### src/rtl/muldiv_sequencer.sv
// Iterative multiply/divide unit owning HI/LO: shift-add multiplier, restoring divider,
// plus MFHI/MFLO/MTHI/MTLO service with a combinational stall back to decode.
module muldiv_sequencer #(
    parameter int WIDTH = 32
) (
    input  logic             clock,
    input  logic             reset,
    input  logic             issue_valid,
    input  logic [5:0]       opcode,
    input  logic [5:0]       func,
    input  logic [WIDTH-1:0] rs_data,
    input  logic [WIDTH-1:0] rt_data,
    output logic             stall,
    output logic             busy,
    output logic [WIDTH-1:0] hi,
    output logic [WIDTH-1:0] lo,
    output logic             mf_valid,
    output logic [WIDTH-1:0] mf_data
);

    localparam int CW = $clog2(WIDTH + 1);

    localparam logic [1:0] ST_IDLE  = 2'b00;
    localparam logic [1:0] ST_MUL   = 2'b01;
    localparam logic [1:0] ST_DIV   = 2'b10;
    localparam logic [1:0] ST_FIXUP = 2'b11;

    localparam logic [5:0] F_MFHI  = 6'b010000;
    localparam logic [5:0] F_MTHI  = 6'b010001;
    localparam logic [5:0] F_MFLO  = 6'b010010;
    localparam logic [5:0] F_MTLO  = 6'b010011;
    localparam logic [5:0] F_MULT  = 6'b011000;
    localparam logic [5:0] F_MULTU = 6'b011001;
    localparam logic [5:0] F_DIV   = 6'b011010;
    localparam logic [5:0] F_DIVU  = 6'b011011;

    localparam logic [WIDTH-1:0] MIN_NEG  = {1'b1, {(WIDTH-1){1'b0}}};
    localparam logic [WIDTH-1:0] ALL_ONES = {WIDTH{1'b1}};

    logic [1:0]         state_q, state_d;
    logic [CW-1:0]      cnt_q, cnt_d;
    logic [WIDTH-1:0]   acc_q, acc_d;
    logic [WIDTH-1:0]   mq_q, mq_d;
    logic [WIDTH-1:0]   opnd_q, opnd_d;
    logic [WIDTH-1:0]   rs_cap_q, rs_cap_d;
    logic               neg_lo_q, neg_lo_d;
    logic               neg_hi_q, neg_hi_d;
    logic               is_div_q, is_div_d;
    logic               div0_q, div0_d;
    logic               ovf_q, ovf_d;
    logic               busy_q, busy_d;
    logic [WIDTH-1:0]   hi_q, hi_d;
    logic [WIDTH-1:0]   lo_q, lo_d;
    logic               mf_valid_q, mf_valid_d;
    logic [WIDTH-1:0]   mf_data_q, mf_data_d;

    logic               hit_s;
    logic               accept_s;
    logic               signed_op_s;
    logic [WIDTH-1:0]   rs_abs_s;
    logic [WIDTH-1:0]   rt_abs_s;
    logic [WIDTH:0]     mul_sum_s;
    logic [WIDTH:0]     div_shift_s;
    logic [WIDTH:0]     div_diff_s;
    logic [2*WIDTH-1:0] prod_s;
    logic [2*WIDTH-1:0] prod_fix_s;
    logic [WIDTH-1:0]   quot_fix_s;
    logic [WIDTH-1:0]   rem_fix_s;

    // Decode-side handshake; stall depends only on the busy register to avoid loops.
    always_comb begin
        hit_s = issue_valid && (opcode == 6'b000000) &&
                ((func == F_MFHI) || (func == F_MTHI) || (func == F_MFLO) || (func == F_MTLO) ||
                 (func == F_MULT) || (func == F_MULTU) || (func == F_DIV) || (func == F_DIVU));
        accept_s    = hit_s && !busy_q;
        stall       = hit_s && busy_q;
        signed_op_s = !func[0];
        rs_abs_s    = (signed_op_s && rs_data[WIDTH-1]) ? (~rs_data + WIDTH'(1)) : rs_data;
        rt_abs_s    = (signed_op_s && rt_data[WIDTH-1]) ? (~rt_data + WIDTH'(1)) : rt_data;
    end

    // Per-iteration arithmetic and final sign correction.
    always_comb begin
        mul_sum_s   = {1'b0, acc_q} + {1'b0, opnd_q};
        div_shift_s = {acc_q, mq_q[WIDTH-1]};
        div_diff_s  = div_shift_s - {1'b0, opnd_q};
        prod_s      = {acc_q, mq_q};
        prod_fix_s  = neg_lo_q ? (~prod_s + (2*WIDTH)'(1)) : prod_s;
        quot_fix_s  = neg_lo_q ? (~mq_q + WIDTH'(1)) : mq_q;
        rem_fix_s   = neg_hi_q ? (~acc_q + WIDTH'(1)) : acc_q;
    end

    // Next-state logic for the sequencer, datapath and HI/LO.
    always_comb begin
        state_d    = state_q;
        cnt_d      = cnt_q;
        acc_d      = acc_q;
        mq_d       = mq_q;
        opnd_d     = opnd_q;
        rs_cap_d   = rs_cap_q;
        neg_lo_d   = neg_lo_q;
        neg_hi_d   = neg_hi_q;
        is_div_d   = is_div_q;
        div0_d     = div0_q;
        ovf_d      = ovf_q;
        hi_d       = hi_q;
        lo_d       = lo_q;
        mf_valid_d = 1'b0;
        mf_data_d  = mf_data_q;
        case (state_q)
            ST_IDLE: begin
                if (accept_s) begin
                    case (func)
                        F_MULT, F_MULTU, F_DIV, F_DIVU: begin
                            state_d  = func[1] ? ST_DIV : ST_MUL;
                            cnt_d    = CW'(WIDTH);
                            acc_d    = {WIDTH{1'b0}};
                            mq_d     = rs_abs_s;
                            opnd_d   = rt_abs_s;
                            rs_cap_d = rs_data;
                            neg_lo_d = signed_op_s && (rs_data[WIDTH-1] ^ rt_data[WIDTH-1]);
                            neg_hi_d = signed_op_s && rs_data[WIDTH-1];
                            is_div_d = func[1];
                            div0_d   = func[1] && (rt_data == {WIDTH{1'b0}});
                            ovf_d    = func[1] && signed_op_s && (rs_data == MIN_NEG) &&
                                       (rt_data == ALL_ONES);
                        end
                        F_MTHI: hi_d = rs_data;
                        F_MTLO: lo_d = rs_data;
                        F_MFHI: begin
                            mf_valid_d = 1'b1;
                            mf_data_d  = hi_q;
                        end
                        F_MFLO: begin
                            mf_valid_d = 1'b1;
                            mf_data_d  = lo_q;
                        end
                        default: state_d = ST_IDLE;
                    endcase
                end else begin
                    state_d = ST_IDLE;
                end
            end
            ST_MUL: begin
                if (mq_q[0]) begin
                    acc_d = mul_sum_s[WIDTH:1];
                    mq_d  = {mul_sum_s[0], mq_q[WIDTH-1:1]};
                end else begin
                    acc_d = {1'b0, acc_q[WIDTH-1:1]};
                    mq_d  = {acc_q[0], mq_q[WIDTH-1:1]};
                end
                cnt_d   = cnt_q - CW'(1);
                state_d = (cnt_q == CW'(1)) ? ST_FIXUP : ST_MUL;
            end
            ST_DIV: begin
                // Restoring step: keep the difference only when it does not borrow.
                if (!div_diff_s[WIDTH]) begin
                    acc_d = div_diff_s[WIDTH-1:0];
                    mq_d  = {mq_q[WIDTH-2:0], 1'b1};
                end else begin
                    acc_d = div_shift_s[WIDTH-1:0];
                    mq_d  = {mq_q[WIDTH-2:0], 1'b0};
                end
                cnt_d   = cnt_q - CW'(1);
                state_d = (cnt_q == CW'(1)) ? ST_FIXUP : ST_DIV;
            end
            ST_FIXUP: begin
                if (!is_div_q) begin
                    hi_d = prod_fix_s[2*WIDTH-1:WIDTH];
                    lo_d = prod_fix_s[WIDTH-1:0];
                end else if (div0_q) begin
                    hi_d = rs_cap_q;
                    lo_d = ALL_ONES;
                end else if (ovf_q) begin
                    hi_d = {WIDTH{1'b0}};
                    lo_d = MIN_NEG;
                end else begin
                    hi_d = rem_fix_s;
                    lo_d = quot_fix_s;
                end
                state_d = ST_IDLE;
            end
            default: state_d = ST_IDLE;
        endcase
        busy_d = (state_d != ST_IDLE);
    end

    // State registers with synchronous reset; reset discards any operation in flight.
    always_ff @(posedge clock) begin
        if (reset) begin
            state_q    <= ST_IDLE;
            cnt_q      <= {CW{1'b0}};
            acc_q      <= {WIDTH{1'b0}};
            mq_q       <= {WIDTH{1'b0}};
            opnd_q     <= {WIDTH{1'b0}};
            rs_cap_q   <= {WIDTH{1'b0}};
            neg_lo_q   <= 1'b0;
            neg_hi_q   <= 1'b0;
            is_div_q   <= 1'b0;
            div0_q     <= 1'b0;
            ovf_q      <= 1'b0;
            busy_q     <= 1'b0;
            hi_q       <= {WIDTH{1'b0}};
            lo_q       <= {WIDTH{1'b0}};
            mf_valid_q <= 1'b0;
            mf_data_q  <= {WIDTH{1'b0}};
        end else begin
            state_q    <= state_d;
            cnt_q      <= cnt_d;
            acc_q      <= acc_d;
            mq_q       <= mq_d;
            opnd_q     <= opnd_d;
            rs_cap_q   <= rs_cap_d;
            neg_lo_q   <= neg_lo_d;
            neg_hi_q   <= neg_hi_d;
            is_div_q   <= is_div_d;
            div0_q     <= div0_d;
            ovf_q      <= ovf_d;
            busy_q     <= busy_d;
            hi_q       <= hi_d;
            lo_q       <= lo_d;
            mf_valid_q <= mf_valid_d;
            mf_data_q  <= mf_data_d;
        end
    end

    assign busy     = busy_q;
    assign hi       = hi_q;
    assign lo       = lo_q;
    assign mf_valid = mf_valid_q;
    assign mf_data  = mf_data_q;

endmodule
### config.mk
export PLATFORM = sky130hd
export DESIGN_NAME = muldiv_sequencer
export DESIGN_NICKNAME = d
export VERILOG_FILES = /design/src/rtl/muldiv_sequencer.sv
export SDC_FILE = /design/constraint.sdc
export NUM_CORES = 1
export LEC_CHECK = 0
export CAP_MARGIN = 20
export CORE_ASPECT_RATIO = 1.4
export CORE_MARGIN = 2
export CORE_UTILIZATION = 56
export DETAILED_ROUTE_END_ITERATION = 8
export HOLD_SLACK_MARGIN = 0.03
export PLACE_DENSITY = 0.82
export SLEW_MARGIN = 10
export SYNTH_ARGS = -nofsm -noshare
export SYNTH_HDL_FRONTEND = slang
export SYNTH_SLANG_ARGS = --single-unit
### constraint.sdc
create_clock -name clock -period 5.65 [get_ports clock]
set_input_delay 0.8475 -clock clock [delete_from_list [all_inputs] [get_ports clock]]
set_output_delay 0.8475 -clock clock [all_outputs]
set_load 0.03 [all_outputs]
Word level (Yosys, flattened, before mapping)
Index checks and enable logic that the tools add are counted.
- register bits after elaboration: 239
- input port bits: 79
- add/sub/neg operators: 8
- equality and inequality tests: 18
- mux-type cells: 38
- bitwise gates (word level): 8
- reductions and logical operators: 39
- operators by type and width (cell ; count):
    $mux W32 ; 21
    $pmux W32 S2 ; 3
    $pmux W32 S3 ; 2
    $add A32 B1 Y32 const B ; 4
    $not A32 Y32 ; 4
    $add A64 B1 Y64 const B ; 1
    $eq A32 B32 Y1 const B ; 2
    $mux W64 ; 1
    $not A64 Y64 ; 1
    $eq A6 B5 Y1 const B ; 8
    $add A32 B32 Y33 ; 1
    $sub A33 B32 Y33 ; 1
    $logic_not A32 Y1 ; 1
    $reduce_and A3 Y1 ; 6
    $mux W6 ; 2
    $pmux W6 S2 ; 1
    $logic_and A1 B1 Y1 ; 11
    $pmux W2 S4 ; 1
    $reduce_bool A2 Y1 ; 4
    $reduce_or A4 Y1 ; 2
    $logic_or A1 B1 Y1 ; 7
    $eq A6 B1 Y1 const B ; 1
    $logic_not A6 Y1 ; 1
    $mux W2 ; 3
    14 further kinds ; 22

Logic depth before layout (Yosys ltp)
Gate-level depths: netlist of the first run.
- depth in word-level cells: 13
- depth in mapped cells: 15

Worst setup path before layout of the first run
No wires, ideal clock.
- kind: flip-flop to flip-flop
- start point: reg mq_q[31]
- end point: reg acc_q[11]
- setup time: 0.132 ns
- arrival time: 3.159 ns
- required time: 5.518 ns
- slack: 2.359 ns
- stages on the path, launching flop included: 15
- path buffers: 1
- period minus slack after synthesis: 3.291 ns
- path through: dfxtp_1 > inv_1 > ha_1 > inv_1 > fa_1 > a211oi_1 > o211a_1 > o211ai_1 > nand4_1 > a21oi_1 > nor3_4 > buf_2 > mux2_2 > a221oi_1 > nor3_1
- longest elaborated chain between the ends: 3
- ends and longest elaborated chain (element ; RTL line ; RTL):
    start: declaration ; 43 ; logic [WIDTH-1:0] mq_q, mq_d;
    start signal: assignment ; 194 ; mq_q <= {WIDTH{1'b0}};
    start signal: assignment ; 211 ; mq_q <= mq_d;
    $sub A33 B32 Y33 ; 86 ; div_diff_s = div_shift_s - {1'b0, opnd_q};
    $mux W32 ; 157 ; if (!div_diff_s[WIDTH]) begin
    $pmux W32 S3 ; 110 ; case (state_q)
    end signal: assignment ; 193 ; acc_q <= {WIDTH{1'b0}};
    end: declaration ; 42 ; logic [WIDTH-1:0] acc_q, acc_d;
Every way passes these cells.
A chain may end at the register's enable or synchronous reset.

Worst setup path after layout of the first run
- start point: reg acc_q[0]
- end point: reg acc_q[31]
- longest elaborated chain between the ends: 3
- ends and longest elaborated chain (element ; RTL line):
    $sub A33 B32 Y33 / $add A32 B32 Y33 (equally long branches) ; 86, 84
    $mux W32, on equally long branches ; 157, 145
    $pmux W32 S3 (*) ; 110
Every way passes the cells marked *; elsewhere a longest branch is shown, timed or not.

==> run summary, run 1 <==
===============================================================================================
Category of the worst setup path launch point                                          register
Top cell type's share of synthesized area                                                 26.1%
CTS HTree Levels                                                                              1
Crit path max fanout                                                                         10
Total overflow reported by the global router                                                  0
Mapped cell area                                                                    0.0183 mm^2
Port Buffer Count                                                                           177
Worst relative slew slack                                                                 23.8%
Total setup buffers inserted after CTS                                                        0
Required time at the endpoint of the critical path                                      6.14 ns
Depth of the worst register-to-register path                                                 12
Fraction of layout cells with a size suffix above 1                                       6.37%
FF-to-FF Start                                                                         acc_q[0]
Worst IR drop on VDD                                                                 0.000199 V
Top FF cell, synth                                                                 sky130_fd_sc_hd__dfxtp_1
Global placer's final weighted congestion                                                  1.04
Antenna diode instance count                                                                  0
Share of async-settable or async-resettable flops after synthesis                            0%
Leading cell types by total area after synthesis                                   sky130_fd_sc_hd__dfxtp_1 (26%), sky130_fd_sc_hd__a21oi_1 (6.9%), sky130_fd_sc_hd__nand2_1 (5.6%)
Via count                                                                                19,502
Max Freq                                                                              0.251 GHz
Number of remaining DRC errors                                                                0
I/O pin count                                                                               178
Cell Area, Placed                                                                   0.0202 mm^2
Setup_tns                                                                                  0 ns
Leakage power summed over all cells                                                  0.00786 uW
Launch point of the worst hold path                                                    neg_hi_q
Overall fraction of global-route tracks in use                                            38.2%
CP bufs+invs                                                                                  1
Endpoint of the worst hold path                                                        neg_hi_q
Antenna-violating nets left                                                                   0
Arrival time reported for the critical path endpoint                                    4.47 ns
Net count reported at finish                                                              2,635
Slew at the pin closest to its max-slew limit                                           1.14 ns
Filler cells                                                                              2,865
Site row count                                                                               78
Die height                                                                               218 um
Via count of the first global-routing pass                                               18,591
Area grow syn2layout                                                                      14.8%
Final instance area                                                                 0.0210 mm^2
Hold Path Depth                                                                               2
Number of gates resized after CTS                                                             0
Routed Wire Length                                                                      66.5 mm
Number of violations reported at the end of detailed-routing iteration 0                  2,041
WL/cell                                                                                 22.7 um
Seq/Total Area, Yosys                                                                     26.1%
Total CTS buffers                                                                            25
Count of maximum capacitance violations                                                       0
Most common cell type on the critical path                                         sky130_fd_sc_hd__nor3_1
Area occupied by multi-input gates                                                  0.0125 mm^2
Starting utilization of the core area                                                     56.7%
Top cells by count, synth                                                          sky130_fd_sc_hd__nand2_1 (271), sky130_fd_sc_hd__a21oi_1 (251), sky130_fd_sc_hd__dfxtp_1 (239), sky130_fd_sc_hd__nor2_1 (237), sky130_fd_sc_hd__clkbuf_1 (180)
Areal power density over the cells                                                  176 mW/mm^2
Half-perimeter wire length of the detailed placement result                             48.8 mm
Max stage delay cell, worst path                                                   sky130_fd_sc_hd__a211oi_1
Mean area per synthesized cell                                                        7.49 um^2
Cell accounting for the most synthesized area                                      sky130_fd_sc_hd__dfxtp_1
Unrepaired setup endpoints after global routing                                           false
Die outline area                                                                    0.0342 mm^2
Clk Latency, worst-skew pair                                                            0.59 ns
Pin count of the biggest net entering global routing                                        109
Worst clock skew                                                                      0.0268 ns
Category of the most critical setup path                                             reg -> reg
Number of antenna violations at the first check in global routing                             0
Clock sink total                                                                            239
First-pass GRT wire length                                                               103 mm
Post-CTS Hold Buffers                                                                         0
Count of mapped cells out of synthesis                                                    2,446
Final Hold Violating Endpoints                                                                0
Clock tree from TritonCTS                                                                   yes
Type of the tightest min-delay check                                                 reg -> reg
Syn_nets                                                                                  2,603
Kind of end point of the critical path                                                 register
Clock input transition at the sequential cells of the worst setup and hold paths        0.07 ns
Number of flops mapped to enable cells by yosys                                               0
Final number of max-transition violations                                                     0
Most common cell in the netlist                                                    sky130_fd_sc_hd__nand2_1
Cell variety after synth                                                                     84
Root buf cell                                                                      sky130_fd_sc_hd__clkbuf_16
Worst path cell trace                                                              ha_1, inv_1, fa_1, nor2b_1, o31a_1, o311ai_1, a211oi_1, nor3_1, nor3_1, nand2_1, a311o_1, a311oi_1
Result of the run                                                                  finished clean
Via density                                                                                6.64
Final worst path period need                                                            3.98 ns
DIE WIDTH                                                                                157 um
Endpoint of the worst register-to-register path                                       acc_q[31]
Max clock buf depth                                                                           3
Final critical-path share of the clock period                                             70.4%
Placeable Area                                                                      0.0323 mm^2
Synthesis warning total                                                                       0
Number of synthesized register bits                                                         239
Flop2flop setup slack                                                                   1.67 ns
Setup-violating endpoint count in the final report                                            0
Detailed Routing Iterations Pass 1                                                            5
Largest delay contributor family on the critical path                              compound AO/OA/AOI/OAI gates
Crit path largest cell delay                                                            0.65 ns
Sequential cell area                                                               0.00479 mm^2
===============================================================================================
==> layer usage <==
| metal | track usage [%] | vias up | share of wire (%) |
|---|---|---|---|
| met5 | 0.893 | - | 0.059 |
| met2 | 63.2 | 1073 | 46 |
| met3 | 8.07 | 350 | 9.0 |
| met1 | 41.2 | 9097 | 35 |
| met4 | 32.4 | 2 | 10 |
| li1 | - | 8980 | - |
==> cell families after synthesis <==
family                     synth area share, %
AOI/OAI and AO/OA                         27.7
xor gates and xnor gates                  9.18
adders and majority gates                 5.41
buffers and inverters                     5.83
DFF                                       26.1
muxes                                     4.43
and+or+nand+nor                           21.3
==> worst min-delay path, cell delays in order, from the launching register on <==
cell                      delay, ns
sky130_fd_sc_hd__dfxtp_1       0.31
sky130_fd_sc_hd__nand2_1       0.05
sky130_fd_sc_hd__a21oi_1       0.05
==> through the flow <==
stage / setup slack [ns] / utilization [%] / hold WS, ns / cells / total power [uW]
finish: 1.67 / 65.1 / 0.455 / 2936 / 3700
global route: 1.40 / 65.1 / 0.472 / 2936 / 3780
CTS: 1.78 / 65.1 / 0.458 / 2935 / 3690
detailed placement: 1.58 / 62.5 / 0.449 / 2890 / 1960
global placement: 1.74 / 62.5 / 0.444 / 2890 / 1960
floorplan: 2.36 / - / 0.434 / 2446 / 1840
==> how the worst max path moves through the flow <==
stage | cells past startpoint | to | slack, ns | start
2_1_floorplan | 14 | acc_q[11] | 2.36 | mq_q[31]
3_3_place_gp | 10 | mq_q[30] | 1.74 | rs_data[2]
3_5_place_dp | 11 | acc_q[29] | 1.58 | func[4]
4_1_cts | 12 | acc_q[31] | 1.78 | acc_q[0]
5_1_grt | 12 | acc_q[31] | 1.40 | acc_q[0]
6_report | 12 | acc_q[31] | 1.67 | acc_q[0]
==> placed cells by master, fill, tap and decap left out, types with 16 or more instances in the layout <==
master and count:
sky130_fd_sc_hd__o21ai_0 113, sky130_fd_sc_hd__o211ai_1 44, sky130_fd_sc_hd__nor2_1 236, sky130_fd_sc_hd__nand2_1 271
sky130_fd_sc_hd__nand2b_1 18, sky130_fd_sc_hd__nand3_1 34, sky130_fd_sc_hd__mux2i_1 44, sky130_fd_sc_hd__inv_1 69
sky130_fd_sc_hd__xor2_1 89, sky130_fd_sc_hd__mux2_2 33, sky130_fd_sc_hd__nor4_1 16, sky130_fd_sc_hd__clkbuf_16 25
sky130_fd_sc_hd__a21o_1 28, sky130_fd_sc_hd__a221oi_1 51, sky130_fd_sc_hd__a211oi_1 83, sky130_fd_sc_hd__ha_1 73
sky130_fd_sc_hd__nor3_1 72, sky130_fd_sc_hd__xnor2_1 103, sky130_fd_sc_hd__or3_1 26, sky130_fd_sc_hd__a21oi_1 251
sky130_fd_sc_hd__dfxtp_1 238, sky130_fd_sc_hd__buf_4 32, sky130_fd_sc_hd__nor2b_1 22, sky130_fd_sc_hd__nand4_1 27
sky130_fd_sc_hd__clkdlybuf4s50_1 176, sky130_fd_sc_hd__o31ai_1 22
==> flip-flops by register name (all words and copies together) (netlist names), 2 cells and up <==
signal / flops
acc_q: 32
hi: 32
lo: 32
mf_data: 32
mq_q: 32
opnd_q: 32
rs_cap_q: 32
cnt_q: 6
state_q: 2
==> cell type report <==
| class | count | area share [%] |
|---|---|---|
| Sequential cell | 239 | 22.8 |
| Multi-Input combinational cell | 1931 | 59.7 |
| Inverter | 71 | 1.27 |
| Clock buffer | 28 | 3.08 |
| Tap cell | 440 | 2.62 |
| Clock inverter | 17 | 0.952 |
| Timing Repair Buffer | 210 | 9.67 |
==> report_power, final <==
group / leakage (uW) / switching, uW / internal (uW)
Combinational: 0.00553 / 150 / 96.1
Clock: 0.000404 / 789 / 977
Sequential: 0.00192 / 0.609 / 1680
(Power assumes the default switching activity.)
==> inputs of run 2 (changes only) <==
clock period = 3.9 ns   (was 5.65 ns; I/O delays follow)
==> run summary, run 2 (synthesized netlist as in run 1, its figures left out) <==
===============================================================================================
Unrepaired setup endpoints after global routing                                           false
Final WS setup                                                                         0.183 ns
Overall fraction of global-route tracks in use                                            39.5%
Combinational fraction of design power                                                     6.5%
CTS HTree Levels                                                                              1
Flop2flop setup slack                                                                   0.18 ns
WL/cell                                                                                 22.9 um
Placeable Area                                                                      0.0323 mm^2
Kind of end point of the critical path                                                 register
Sequential cell area                                                               0.00479 mm^2
Pin count of the biggest net entering global routing                                        156
FF-to-FF Start                                                                         mq_q[31]
Detailed Routing Iterations Pass 1                                                            6
Most common cell after layout, fill and taps aside                                 sky130_fd_sc_hd__nand2_1
Category of the worst setup path launch point                                          register
Half-perimeter wire length of the detailed placement result                             50.5 mm
Setup slack after placement                                                            0.206 ns
Arrival time reported for the critical path endpoint                                    4.14 ns
Final critical-path share of the clock period                                             95.3%
Clock tree from TritonCTS                                                                   yes
Final number of max-transition violations                                                     0
Die outline area                                                                    0.0342 mm^2
Power share of the clock group                                                            50.6%
Antenna diode instance count                                                                  0
Filler cells                                                                              2,721
Total overflow reported by the global router                                                  0
Internal power consumption                                                              4320 uW
Crit path max fanout                                                                         14
Required time at the endpoint of the critical path                                      4.32 ns
Utilization of the core after routing                                                     67.5%
Fraction of power consumed by sequential logic                                            42.9%
Post-CTS Hold Buffers                                                                         0
Setup-violating endpoint count in the final report                                            0
Site row count                                                                               78
Routed Wire Length                                                                      69.1 mm
Switching pwr                                                                           1380 uW
Die height                                                                               218 um
Starting utilization of the core area                                                     56.7%
Via count                                                                                19,776
Number of antenna violations at the first check in global routing                             1
Worst relative slew slack                                                                 40.5%
Root buf cell                                                                      sky130_fd_sc_hd__clkbuf_16
Category of the most critical setup path                                             reg -> reg
First-pass GRT wire length                                                               106 mm
Clk Latency, worst-skew pair                                                            0.56 ns
Via density                                                                                6.57
Net count reported at finish                                                              2,709
Via count of the first global-routing pass                                               18,927
Clock input transition at the sequential cells of the worst setup and hold paths        0.07 ns
Leakage power summed over all cells                                                  0.00835 uW
Clock sink total                                                                            239
Count of maximum capacitance violations                                                       0
Result of the run                                                                  finished clean
Fraction of power spent switching nets                                                    24.2%
Max clock buf depth                                                                           3
Global placer's final weighted congestion                                                  1.02
I/O pin count                                                                               178
Crit path from                                                                         mq_q[31]
Launch point of the worst hold path                                                       reset
Worst IR drop on VDD                                                                 0.000299 V
Antenna-violating nets left                                                                   0
Total CTS buffers                                                                            26
Areal power density over the cells                                                  261 mW/mm^2
Number of violations reported at the end of detailed-routing iteration 0                  1,944
Number of remaining DRC errors                                                                0
Worst clock skew                                                                      0.0147 ns
Type of the tightest min-delay check                                                  in -> reg
Port Buffer Count                                                                           177
Setup_tns                                                                                  0 ns
Area grow syn2layout                                                                      19.0%
Top library cells by usage in the layout, fill and taps aside                      sky130_fd_sc_hd__nand2_1 (271), sky130_fd_sc_hd__a21oi_1 (251), sky130_fd_sc_hd__dfxtp_1 (237), sky130_fd_sc_hd__nor2_1 (236), sky130_fd_sc_hd__clkdlybuf4s50_1 (176)
Max Freq                                                                              0.269 GHz
Final Hold Violating Endpoints                                                                0
Slew at the pin closest to its max-slew limit                                          0.884 ns
Final worst path period need                                                            3.72 ns
Fraction of layout cells with a size suffix above 1                                       9.25%
DIE WIDTH                                                                                157 um
Area occupied by multi-input gates                                                  0.0125 mm^2
===============================================================================================
==> run 2: path summary, 6_finish.rpt <==
| kind | endpoint | depth (start not counted) |
|---|---|---|
| setup reg to reg | acc_q[4] | 15 |
| hold reg to reg | rs_cap_q[12] | 2 |
| setup / recovery | acc_q[4] | 15 |
| hold / removal | div0_q | 2 |
==> run 2: power groups by stage <==
stage / Clock, uW / Combinational, uW / Sequential, uW
CTS: 2880 / 359 / 2440
global placement: 0 / 354 / 2500
finish: 2880 / 372 / 2440
global route: 2970 / 390 / 2440
floorplan: 0 / 164 / 2500
detailed placement: 0 / 358 / 2500
==> run 2: critical path, cell delays in order (launching register included) <==
cell	delay (ns)
sky130_fd_sc_hd__dfxtp_2	0.37
sky130_fd_sc_hd__inv_1	0.09
sky130_fd_sc_hd__ha_1	0.22
sky130_fd_sc_hd__inv_1	0.08
sky130_fd_sc_hd__fa_2	0.24
sky130_fd_sc_hd__a211oi_1	0.09
sky130_fd_sc_hd__o211a_1	0.29
sky130_fd_sc_hd__o211ai_1	0.42
sky130_fd_sc_hd__nand4_1	0.19
sky130_fd_sc_hd__and4_1	0.25
sky130_fd_sc_hd__nor3_4	0.19
sky130_fd_sc_hd__buf_4	0.20
sky130_fd_sc_hd__buf_12	0.17
sky130_fd_sc_hd__mux2_2	0.35
sky130_fd_sc_hd__a221oi_1	0.33
sky130_fd_sc_hd__nor3_1	0.08
==> run 2: metrics by stage <==
stage               total power, uW  instances  area (um^2)  hold slack (ns)
CTS                            5680       3009        21800            0.421
global route                   5800       3012        21800            0.460
floorplan                      2660       2446        18300            0.434
global placement               2850       2961        20800            0.444
detailed placement             2850       2961        20800            0.451
finish                         5690       3012        21800            0.439
==> run 2: repair_timing <==
action | 4_1_cts | 5_1_grt
endpoints found under the setup margin | 0 | 6
resized for setup | 0 | 3
setup buffers | 0 | 2
==> run 2: final cells by class <==
type / instances / area share, %
Clock buffer: 31 / 3.30
Clock inverter: 17 / 1.18
Inverter: 71 / 1.22
Multi-Input combinational cell: 1931 / 57.5
Sequential cell: 239 / 21.9
Tap cell: 440 / 2.52
Timing Repair Buffer: 283 / 12.3
==> run 2: per-layer routing <==
metal / vias up / part of all wire, % / routed length (um) / GRT usage (%)
met3: 332 / 8.9 / 6160 / 8.74
met4: 2 / 9.0 / 6190 / 30.5
li1: 9132 / - / - / -
met2: 1102 / 47 / 32200 / 65.7
met5: - / 0.019 / 13 / 0
met1: 9208 / 35 / 24500 / 43.3
==> edit: new RTL, flow settings as in run 2 <==
`F_DIV`: 6'b011010 -> 6'b010011.
--- a/src/rtl/muldiv_sequencer.sv
+++ b/src/rtl/muldiv_sequencer.sv
@@ -32,5 +32,5 @@
     localparam logic [5:0] F_MULT  = 6'b011000;
     localparam logic [5:0] F_MULTU = 6'b011001;
-    localparam logic [5:0] F_DIV   = 6'b011010;
+    localparam logic [5:0] F_DIV   = 6'b010011;
     localparam logic [5:0] F_DIVU  = 6'b011011;
 
Check against the original RTL: not equivalent (Yosys sat finds a counterexample within 4 cycles, from zero or initial values and one cycle with reset high).
==> edit against run 2 <==
  * Final area down 4.6%
  * Critical path type unchanged
  * Largest cell class unchanged
  * Worst hold slack better by 0.0026 ns
  * Sequential cell count unchanged
  * Largest power group unchanged
  * First-iteration DRC count down 8.5%
  * Die area down 4.0%
  * Worst setup slack better by 0.047 ns
  * Wire length down 17%
  * Power down 4.3%
  * Count of clock-buffer cells in the layout up 2
  * Clock power down 6.9%
  * Synthesized area down 4.1%
  * Core utilization about the same
==> edit: results (changes against run 2) <==
Final layout
  – #MultiIn Comb: 1,827 (was 1,931)
  – Fillcell total: 2,591 (was 2,721)
  – Clk_buf instances: 33 (was 31)
  – Fraction of layout cells with a size suffix above 1: 0.0778 (was 0.0925)

Pwr
  – Comb pwr share: 0.061 (was 0.065)
  – VDD IR-drop max: 0.000254 V (was 0.000299 V)

Setup path
  – Slowest-stage cell, CP: fa_1 (was o211ai_1)
  – CP max FO: 7 (was 14)
  – Crit path capture: acc_q[11] (was acc_q[4])
  – R2R Setup Slk: 0.23 ns (was 0.18 ns)

Placement
  – Final GP Congestion: 0.978 (was 1.02)
  – Cell Area, Placed: 19,800 sq um (was 20,800 sq um)
  – DP HPWL: 42.5 mm (was 50.5 mm)

Logic synthesis
  – Synth cell types: 82 (was 84)
  – Seq/Total Area, Yosys: 0.272 (was 0.261)
  – Avg Inst Size Synth: 7.52 sq um (was 7.49 sq um)
  – Top cells by area, synth: dfxtp_1, a21oi_1, nor2_1 (was dfxtp_1, a21oi_1, nand2_1)

STA
  – Final hold slack: 0.441 ns (was 0.439 ns)
  – Max Clk Rate: 273 MHz (was 269 MHz)

Global route
  – Global Route Usage Sum: 0.337 (was 0.395)
  – First-pass GRT wire length: 91.0 mm (was 106 mm)
  – Initial antenna violation count: 0 (was 1)

Route
  – Top sig layer: met4 (was met5)
  – DR pass1 iterations: 7 (was 6)

Outcome
  – Status: complete, no violations (unchanged)
[edit: cell count changes in the layout (fill, tap and decap cells not counted), moves of 13 or more]
cell      delta
nor2_1      +16
nand2_1     -31
mux2_2      -15
o22ai_1     +29
o211ai_1    -13
mux2i_1     +15
nor4_1      +16
a221oi_1    -20
nand4_1     -21
a222oi_1    +14
a21oi_1     -20
[edit: cell families after synthesis]
| kind of cell | after synthesis | synth area share |
|---|---|---|
| AO/OA/AOI/OAI | 727 | 0.271 |
| XOR/XNOR | 194 | 0.0967 |
| adder cells (fa/ha/maj) | 77 | 0.0557 |
| buffers and inverters | 273 | 0.0600 |
| flip-flops | 239 | 0.272 |
| multiplexers | 78 | 0.0458 |
| AND/OR/NAND/NOR | 750 | 0.199 |
[edit: what timing repair did]
action                                  CTS  global route
setup buffers                             0             4
endpoints found under the setup margin    0            31
gates resized for setup                   0             8
